<file path="config.mk">
export PLATFORM = sky130hd
export DESIGN_NAME = cam_axis_bridge_flat
export DESIGN_NICKNAME = d
export VERILOG_FILES = /design/src/rtl/cam_axis_bridge_if.sv /design/src/rtl/cam_axis_bridge.sv /design/src/flat_wrapper.sv
export SDC_FILE = /design/constraint.sdc
export NUM_CORES = 1
export LEC_CHECK = 0
export BUFFER_PORTS_ARGS = -buffer_cell sky130_fd_sc_hd__buf_2
export CORE_MARGIN = 4
export CORE_UTILIZATION = 40
export DETAILED_ROUTE_END_ITERATION = 16
export GPL_ROUTABILITY_DRIVEN = 0
export GPL_TIMING_DRIVEN = 0
export HOLD_SLACK_MARGIN = 0.12
export PLACE_DENSITY = 0.68
export SYNTH_ARGS = -nofsm -noshare
export SYNTH_HDL_FRONTEND = slang
export SYNTH_SLANG_ARGS = --single-unit
</file>
<file path="constraint.sdc">
create_clock -name pclk -period 2.5 [get_ports pclk]
set_input_delay 0.125 -clock pclk [delete_from_list [all_inputs] [get_ports pclk]]
set_output_delay 0.125 -clock pclk [all_outputs]
set_load 0.005 [all_outputs]
</file>
<file path="src/rtl/cam_axis_bridge_if.sv">
// cam_axis_bridge_if
//   AXI4-Stream video bundle carried out of the camera bridge.
//   tdata  : pixel data (C_PIXEL_WIDTH bits)
//   tvalid : beat valid
//   tready : sink ready
//   tuser  : start of frame, first pixel of a frame only
//   tlast  : end of line, last pixel of each line
//   master : bridge side (drives tdata/tvalid/tuser/tlast)
//   slave  : sink side (drives tready)
interface cam_axis_bridge_if #(
  parameter int C_PIXEL_WIDTH = 8
);
  logic [C_PIXEL_WIDTH-1:0] tdata;
  logic                     tvalid;
  logic                     tready;
  logic                     tuser;
  logic                     tlast;

  modport master (output tdata, output tvalid, output tuser, output tlast, input tready);
  modport slave  (input tdata, input tvalid, input tuser, input tlast, output tready);
endinterface

</file>
<file path="src/rtl/cam_axis_bridge.sv">
// cam_axis_bridge
//   Converts a line/frame-valid camera pixel bus (pixel clock domain) into
//   AXI4-Stream video. Marks start of frame on tuser and end of line on tlast,
//   absorbs sink backpressure in a small first-word-fall-through FIFO, drops
//   the remainder of a frame when the FIFO overflows, and reports the
//   geometry of the last complete frame.
// Ports
//   pclk           : pixel clock, the only clock
//   rst_n          : asynchronous active-low reset
//   pixel_in       : pixel data, valid when line_valid_in & frame_valid_in
//   line_valid_in  : camera line valid
//   frame_valid_in : camera frame valid
//   m_axis         : AXI4-Stream master (tdata/tvalid/tready/tuser/tlast)
//   overflow       : sticky, set when a word had to be dropped
//   frame_width    : pixels in the last line of the last complete frame
//   frame_height   : lines in the last complete frame
//   frame_done     : one-cycle pulse when frame_width/frame_height update
module cam_axis_bridge #(
  parameter int C_PIXEL_WIDTH = 8,
  parameter int C_FIFO_DEPTH  = 16,
  parameter int C_CNT_WIDTH   = 12
) (
  input  logic                     pclk,
  input  logic                     rst_n,
  input  logic [C_PIXEL_WIDTH-1:0] pixel_in,
  input  logic                     line_valid_in,
  input  logic                     frame_valid_in,
  cam_axis_bridge_if.master        m_axis,
  output logic                     overflow,
  output logic [C_CNT_WIDTH-1:0]   frame_width,
  output logic [C_CNT_WIDTH-1:0]   frame_height,
  output logic                     frame_done
);
  localparam int AW = $clog2(C_FIFO_DEPTH);
  localparam int WW = C_PIXEL_WIDTH + 2;
  localparam logic [C_CNT_WIDTH-1:0] CNT_MAX = '1;

  typedef enum logic [1:0] {SYNC, IDLE, ACTIVE, DROP} state_t;
  state_t state, state_next;

  logic [C_PIXEL_WIDTH-1:0] pix_d, hold_data;
  logic                     lv_d, fv_d, fv_d2;
  logic                     hold_valid, sof_pending;
  logic [C_CNT_WIDTH-1:0]   pix_cnt, line_cnt, width_tmp;
  logic [C_CNT_WIDTH-1:0]   pix_cnt_inc, line_cnt_inc;

  logic [WW-1:0] mem [C_FIFO_DEPTH];
  logic [AW:0]   wr_ptr, rd_ptr;
  logic [WW-1:0] rd_word, push_word;
  logic          fifo_empty, fifo_full;

  logic pix_valid, fv_rise, fv_fall;
  logic push_req, push_last, push_drop, push_en, pop, line_end, frame_end;

  // fv_d/fv_d2 reset high so that no frame edge can be seen until the
  // camera bus has really been sampled; this keeps SYNC from leaving on
  // reset values while a frame is already running.
  always_ff @(posedge pclk or negedge rst_n) begin
    if (!rst_n) begin
      pix_d <= '0;
      lv_d  <= 1'b0;
      fv_d  <= 1'b1;
      fv_d2 <= 1'b1;
    end else begin
      pix_d <= pixel_in;
      lv_d  <= line_valid_in;
      fv_d  <= frame_valid_in;
      fv_d2 <= fv_d;
    end
  end

  assign pix_valid = lv_d & fv_d;
  assign fv_rise   = fv_d & ~fv_d2;
  assign fv_fall   = ~fv_d & fv_d2;

  // A held pixel leaves when its successor arrives (not last) or when the
  // valid window closes (last); a frame ending mid-line closes the line too.
  assign push_req  = (state == ACTIVE) & hold_valid;
  assign push_last = ~pix_valid;
  assign line_end  = push_en & push_last;
  assign pop       = m_axis.tvalid & m_axis.tready;
  assign push_drop = push_req & fifo_full & ~pop;
  assign push_en   = push_req & ~push_drop;
  assign push_word = {sof_pending, push_last, hold_data};

  assign pix_cnt_inc  = (pix_cnt == CNT_MAX)  ? pix_cnt  : pix_cnt + 1'b1;
  assign line_cnt_inc = (line_cnt == CNT_MAX) ? line_cnt : line_cnt + 1'b1;

  always_ff @(posedge pclk or negedge rst_n) begin
    if (!rst_n) state <= SYNC;
    else        state <= state_next;
  end

  always_comb begin
    state_next = state;
    frame_end  = 1'b0;
    case (state)
      SYNC:   if (!fv_d) state_next = IDLE;
      IDLE:   if (fv_rise) state_next = ACTIVE;
      ACTIVE: begin
        if (push_drop) begin
          state_next = DROP;
        end else if (fv_fall) begin
          state_next = IDLE;
          frame_end  = 1'b1;
        end
      end
      DROP:   if (!fv_d) state_next = IDLE;
      default: state_next = SYNC;
    endcase
  end

  // A line or frame can close in the same cycle as the final push, so the
  // geometry latch uses the post-increment values in that case.
  always_ff @(posedge pclk or negedge rst_n) begin
    if (!rst_n) begin
      hold_data    <= '0;
      hold_valid   <= 1'b0;
      sof_pending  <= 1'b0;
      pix_cnt      <= '0;
      line_cnt     <= '0;
      width_tmp    <= '0;
      frame_width  <= '0;
      frame_height <= '0;
      frame_done   <= 1'b0;
      overflow     <= 1'b0;
    end else begin
      frame_done <= 1'b0;
      if (state == IDLE && fv_rise) begin
        sof_pending <= 1'b1;
        line_cnt    <= '0;
        pix_cnt     <= {{(C_CNT_WIDTH-1){1'b0}}, pix_valid};
        hold_valid  <= pix_valid;
        hold_data   <= pix_d;
      end else if (state == ACTIVE) begin
        if (push_drop) begin
          overflow   <= 1'b1;
          hold_valid <= 1'b0;
        end else begin
          if (push_en) sof_pending <= 1'b0;
          hold_valid <= pix_valid;
          if (pix_valid) begin
            hold_data <= pix_d;
            pix_cnt   <= pix_cnt_inc;
          end
          if (line_end) begin
            line_cnt  <= line_cnt_inc;
            width_tmp <= pix_cnt;
            pix_cnt   <= '0;
          end
          if (frame_end) begin
            frame_width  <= line_end ? pix_cnt : width_tmp;
            frame_height <= line_end ? line_cnt_inc : line_cnt;
            frame_done   <= 1'b1;
          end
        end
      end
    end
  end

  // Pointers carry one extra wrap bit to tell full from empty.
  always_ff @(posedge pclk or negedge rst_n) begin
    if (!rst_n) begin
      wr_ptr <= '0;
      rd_ptr <= '0;
    end else begin
      if (push_en) wr_ptr <= wr_ptr + 1'b1;
      if (pop)     rd_ptr <= rd_ptr + 1'b1;
    end
  end

  always_ff @(posedge pclk) begin
    if (push_en) mem[wr_ptr[AW-1:0]] <= push_word;
  end

  assign fifo_empty = (wr_ptr == rd_ptr);
  assign fifo_full  = (wr_ptr[AW] != rd_ptr[AW]) && (wr_ptr[AW-1:0] == rd_ptr[AW-1:0]);
  assign rd_word    = mem[rd_ptr[AW-1:0]];

  // Payload is forced to zero while empty so the stream is quiet after reset.
  assign m_axis.tvalid = ~fifo_empty;
  assign m_axis.tdata  = fifo_empty ? '0   : rd_word[C_PIXEL_WIDTH-1:0];
  assign m_axis.tlast  = fifo_empty ? 1'b0 : rd_word[C_PIXEL_WIDTH];
  assign m_axis.tuser  = fifo_empty ? 1'b0 : rd_word[C_PIXEL_WIDTH+1];
endmodule
</file>
<file path="src/flat_wrapper.sv">
// flat-port wrapper written by rule: the top's interface ports become plain ports
module cam_axis_bridge_flat 
#(
  parameter int C_PIXEL_WIDTH = 8,
  parameter int C_FIFO_DEPTH  = 16,
  parameter int C_CNT_WIDTH   = 12
)
  (pclk, rst_n, pixel_in, line_valid_in, frame_valid_in, overflow, frame_width, frame_height, frame_done, m_axis_tdata, m_axis_tvalid, m_axis_tuser, m_axis_tlast, m_axis_tready);
  cam_axis_bridge_if #(.C_PIXEL_WIDTH(C_PIXEL_WIDTH)) m_axis_i ();
  input  logic pclk;
  input  logic rst_n;
  input  logic [C_PIXEL_WIDTH-1:0] pixel_in;
  input  logic line_valid_in;
  input  logic frame_valid_in;
  output logic overflow;
  output logic [C_CNT_WIDTH-1:0] frame_width;
  output logic [C_CNT_WIDTH-1:0] frame_height;
  output logic frame_done;
  output wire logic [$bits(m_axis_i.tdata)-1:0] m_axis_tdata;
  output wire logic [$bits(m_axis_i.tvalid)-1:0] m_axis_tvalid;
  output wire logic [$bits(m_axis_i.tuser)-1:0] m_axis_tuser;
  output wire logic [$bits(m_axis_i.tlast)-1:0] m_axis_tlast;
  input wire logic [$bits(m_axis_i.tready)-1:0] m_axis_tready;
  assign m_axis_tdata = m_axis_i.tdata;
  assign m_axis_tvalid = m_axis_i.tvalid;
  assign m_axis_tuser = m_axis_i.tuser;
  assign m_axis_tlast = m_axis_i.tlast;
  assign m_axis_i.tready = m_axis_tready;
  cam_axis_bridge #(.C_PIXEL_WIDTH(C_PIXEL_WIDTH), .C_FIFO_DEPTH(C_FIFO_DEPTH), .C_CNT_WIDTH(C_CNT_WIDTH)) u_core (.pclk(pclk), .rst_n(rst_n), .pixel_in(pixel_in), .line_valid_in(line_valid_in), .frame_valid_in(frame_valid_in), .m_axis(m_axis_i), .overflow(overflow), .frame_width(frame_width), .frame_height(frame_height), .frame_done(frame_done));
endmodule
</file>
==> results.md <==
Status:
- The flow ran to the end, but the final reports show violations.
- The final reports fail on setup timing.

Pwr:
- The cell area power density is 1010 nW/µm².
- Combinational logic is responsible for about 30% of the overall power.
- The proportion of total power due to net switching is 29.5%.
- Sequential cells burn ~43% of the power.
- The leakage power summed over all cells is ~5 nW.
- The worst ir drop on vdd is 0.000696 V.
- The net switching power of the design is 3.92 mW.
- The internal power of the cells totals 9.37 mW.
- The clock network fraction of total power is 26.8%.

Setup path:
- The worst register-to-register path ends at u_core.hold_data[3].
- Broken down by cell family, the worst path's largest delay share belongs to multiplexers.
- Among all stages on the critical path, the largest delay is contributed by sky130_fd_sc_hd__mux4_2.
- The internal reg-to-reg setup slack is -0.05 ns.
- The type of the worst setup path is flop to primary output.
- Measured in cells, the most critical reg-to-reg path has a length of 11.
- The arrival time of the worst setup path is roughly 2.5 ns.
- The worst setup path is launched from a flop.
- Traced cell by cell, the critical path runs through buf_8, buf_12, mux4_2, mux4_2, and2_4, buf_2.
- For the worst setup path, the data required time is 2.38 ns.
- The largest single stage delay on the critical path is 0.52 ns.
- The count of buffering cells on the critical path with inverters included is 3.
- The cell with the most instances on the worst path is sky130_fd_sc_hd__mux4_2.
- The startpoint identified for the worst register-to-register timing path is u_core.rd_ptr[0].
- The sort of element at the end of the critical path is a primary output.
- The maximum fanout along the worst path is 10.

Global route:
- The first global-routing pass estimated ~34 mm of wire.
- The number of global-route vias before repair is between 5,000 and 6,000.
- Global routing consumed, over all layers together, around 15% of the routing resources.
- The remaining global-route overflow is 0.
- The largest net degree at the start of global routing is 70.
- The number of antenna violations at the first check in global routing is 0.

Floorplanning:
- 50 I/O pins were placed.
- The area of the core is about 25,000 µm².
- The die span in y is around 170 µm.
- In this run the horizontal extent of the chip is 169 µm.
- The initial standard-cell utilization of the core is between 40% and 50%.
- The total die area is 28,700 µm².
- The number of cell rows is 58.

Synth:
- The share of the Yosys chip area taken by registers is roughly 69%.
- The post-synthesis average cell area is roughly 17 µm².
- The netlist uses between 50 and 60 different library cells.
- The post-synthesis simple-gate area fraction is about 7.2%.
- By area the synthesized netlist is led by sky130_fd_sc_hd__edfxtp_1, sky130_fd_sc_hd__dfrtp_1, sky130_fd_sc_hd__mux4_2.
- The synthesized netlist occupies a cell area of about 10,000 µm².
- The Yosys step of the flow raised 0 warnings.
- Counting instances in the post-synthesis netlist gives the leading cell types as sky130_fd_sc_hd__edfxtp_1, sky130_fd_sc_hd__dfrtp_1, sky130_fd_sc_hd__mux4_2.
- In this run, synthesis produced a sequential element count of roughly 260.
- The most area-hungry cell type in the Yosys netlist is sky130_fd_sc_hd__edfxtp_1.
- The synthesized design contains 160 enable-type register cells.
- Of the post-synthesis cell area, the dominant cell type holds about 46%.
- The post-synthesis adder-cell area fraction is approximately 1.2%.
- The share of the synthesized area in compound gates (AO/OA/AOI/OAI) is 4.31%.
- After synthesis, the share of cell area in mux cells is 14.8%.
- Counting flops with an async set or reset pin after synthesis yields a share of about 37%.
- The number of nets in the synthesized netlist is about 640.
- Among all flip-flop cells after synthesis, the most frequent one is sky130_fd_sc_hd__edfxtp_1.
- The most numerous cell in the Yosys netlist is sky130_fd_sc_hd__edfxtp_1.
- The share of the synthesized netlist area taken by xor and xnor gates is 1.77%.
- The cell count after synthesis came out at about 620.
- By area, the combinational part of the netlist is dominated by multiplexers.

Timing:
- The worst pin sits at a relative slew slack of between 40% and 50%.
- Derived from the worst setup path, the maximum achievable clock frequency is between 0.3 and 0.4 GHz.
- Once routing completed, OpenROAD measured the worst setup slack at -0.163 ns.
- The largest clock skew in the final design is approximately 0.01 ns.
- The final critical-path required period is ~2.7 ns.
- The number of pins with negative max-slew slack in the final report was 0.
- The count of endpoints failing setup in the final report is 49.
- The fraction of the cycle the final worst path needs is 107%.
- The transition time of the tightest slew-check pin is a little under 0.8 ns.
- Setup repair after global routing could not meet its margin everywhere.
- The total count of hold-check failures in the final report was 0.
- The tightest hold path in the finished design has a slack of between 0.2 and 0.3 ns.

Final layout:
- The area growth from synthesis to final layout is 26.4%.
- After the flow finishes, the layout carries non-filler instances totaling 1,101.
- The proportion of layout cells with a drive suffix above 1 is a little under two fifths.
- The number of antenna repair diodes is 0.
- The final layout net count is between 700 and 800.
- The finished cells cover about 13,000 µm².

Detailed routing:
- The number of vias per cell is around 5.2.
- The detail-routed net length per standard cell is roughly 19 µm.
- For this block, the routed nets add up to 21.1 mm of wire.
- The count of routing violations after the opening detailed-route iteration is around 470.
- The first detailed-routing pass ran for 4 iterations.
- For this run, design rule violations remaining after detail routing come to 0.
- The remaining number of nets flagged by the antenna check after routing is 0.
- For this block, the via count after detailed routing is between 5,000 and 6,000.

Worst hold path:
- The worst hold path cell count is 2.
- The startpoint identified for the worst hold timing path is pixel_in[5].
- The min-delay analysis places its worst path in the category primary input to flop.
- The worst hold path endpoint is u_core.pix_d[5].

Clock network:
- The clock-pin transition on the worst setup and hold timing paths is approximately 0.07 ns.
- The clock reaches the later pin of the worst-skew pair after between 0.5 and 0.6 ns.
- In this run the deepest clock path goes through 3 buffers.
- TritonCTS built the clock tree.
- CTS saw 255 sinks.
- In this run the number of H-tree levels came out at 1.
- The number of CTS-inserted buffers is 25.
- The clock root buffer is sky130_fd_sc_hd__clkbuf_16.

Placement:
- Summing all placed instances gives a cell area of about 11,000 µm².
- The number of buffers added on ports is a little under 50.
- The half-perimeter wire length after detailed placement is between 10 and 15 mm.
- Including well taps, the total number of placed cells is roughly 1,000.

Flow run:
- The reported max-cap violation count is 0.
## cell usage in the layout (no fill, tap or decap), drive strengths merged, types with 10 or more instances in the layout
cell / count
nand2: 44
nor2: 38
mux2: 22
dlygate4sd3: 13
buf: 109
inv: 10
a21oi: 10
nand3: 14
clkbuf: 40
and2: 12
o21ai: 27
xor2: 14
nand4: 11
ha: 10
dfrtp: 93
mux2i: 17
edfxtp: 160
mux4: 50
## how the worst max path moves through the flow
stage	from	to	slack (ns)	cells past startpoint
6_report	u_core.rd_ptr[0]	m_axis_tdata[2]	-0.16	6
5_1_grt	u_core.rd_ptr[0]	m_axis_tdata[1]	-0.24	6
4_1_cts	u_core.rd_ptr[0]	m_axis_tdata[2]	-0.19	6
3_5_place_dp	u_core.state[0]	u_core.mem[4][2]	-0.61	7
3_3_place_gp	u_core.state[0]	u_core.mem[1][2]	-1.00	7
2_1_floorplan	u_core.state[0]	u_core.mem[1][0]	-0.08	7
## state kept, by name, summed over array words and instances (netlist names)
name                 flops
u_core.wr_ptr            5
u_core.rd_ptr            5
u_core.width_tmp        12
u_core.frame_width      12
u_core.hold_data         8
u_core.fv_d2             1
u_core.pix_cnt          12
u_core.frame_height     12
u_core.hold_valid        1
u_core.lv_d              1
u_core.mem             160
u_core.frame_done        1
u_core.state             2
u_core.line_cnt         12
u_core.sof_pending       1
u_core.overflow          1
u_core.pix_d             8
u_core.fv_d              1
## cell type report
class                      count  area [µm²]
buffer                        27         279
clock buffer                  31         678
clock inverter                14         103
fill                        2042       12200
inverter                       9        37.5
multi-input combinational    330        3510
sequential                   255        7180
tap                          330         413
timing repair buffer         105         967
## worst reg2reg max path: cells and delay by family (launching register included)
family	cells	cell delay (ns)
multiplexers	1	0.30
AND/OR/NAND/NOR	2	0.41
flip-flops	1	0.40
XOR/XNOR	1	0.18
AO/OA/AOI/OAI	1	0.24
buffers and inverters	6	0.90
## metal layers
metal | up-vias | global-route usage [%] | wire (µm)
met3 | 31 | 2.19 | 902
met2 | 117 | 23.8 | 10100
li1 | 2647 | - | -
met1 | 2943 | 21.9 | 9730
met5 | - | 0 | 0
met4 | 0 | 2.59 | 342
## kinds of logic after synthesis
group | after synthesis
muxes | 89
xor gates and xnor gates | 21
adders and majority gates | 10
and+or+nand+nor | 147
AOI/OAI and AO/OA | 62
DFF | 255
buffers and inverters | 37
## through the flow
step | worst slack [ns] | power [mW] | TNS [ns] | util (%)
floorplan | -0.0776 | 7.91 | -1.55 | -
global placement | -1.00 | 8.91 | -85.91 | 43.6
detailed placement | -0.608 | 9.03 | -74.85 | 43.8
CTS | -0.192 | 13.0 | -1.78 | 49.5
global route | -0.243 | 14.0 | -13.35 | 51.8
finish | -0.163 | 13.3 | -2.28 | 51.8
## timing repair
| action | 4_1_cts | 5_1_grt |
|---|---|---|
| hold endpoints to repair | 108 | 0 |
| buffers inserted | 17 | 22 |
| pin swaps | 12 | 24 |
| hold buffers | 14 | 0 |
| cloned | 0 | 3 |
| resized for setup | 63 | 101 |
| endpoints found under the setup margin | 208 | 183 |
## power groups by stage
stage	Clock (mW)	Combinational, mW	Sequential (mW)
5_1_grt	3.83	4.32	5.85
3_5_place_dp	0	3.21	5.82
2_1_floorplan	0	2.29	5.62
6_report	3.56	3.97	5.76
3_3_place_gp	0	3.14	5.77
4_1_cts	3.64	3.57	5.74
(Power assumes the default switching activity.)
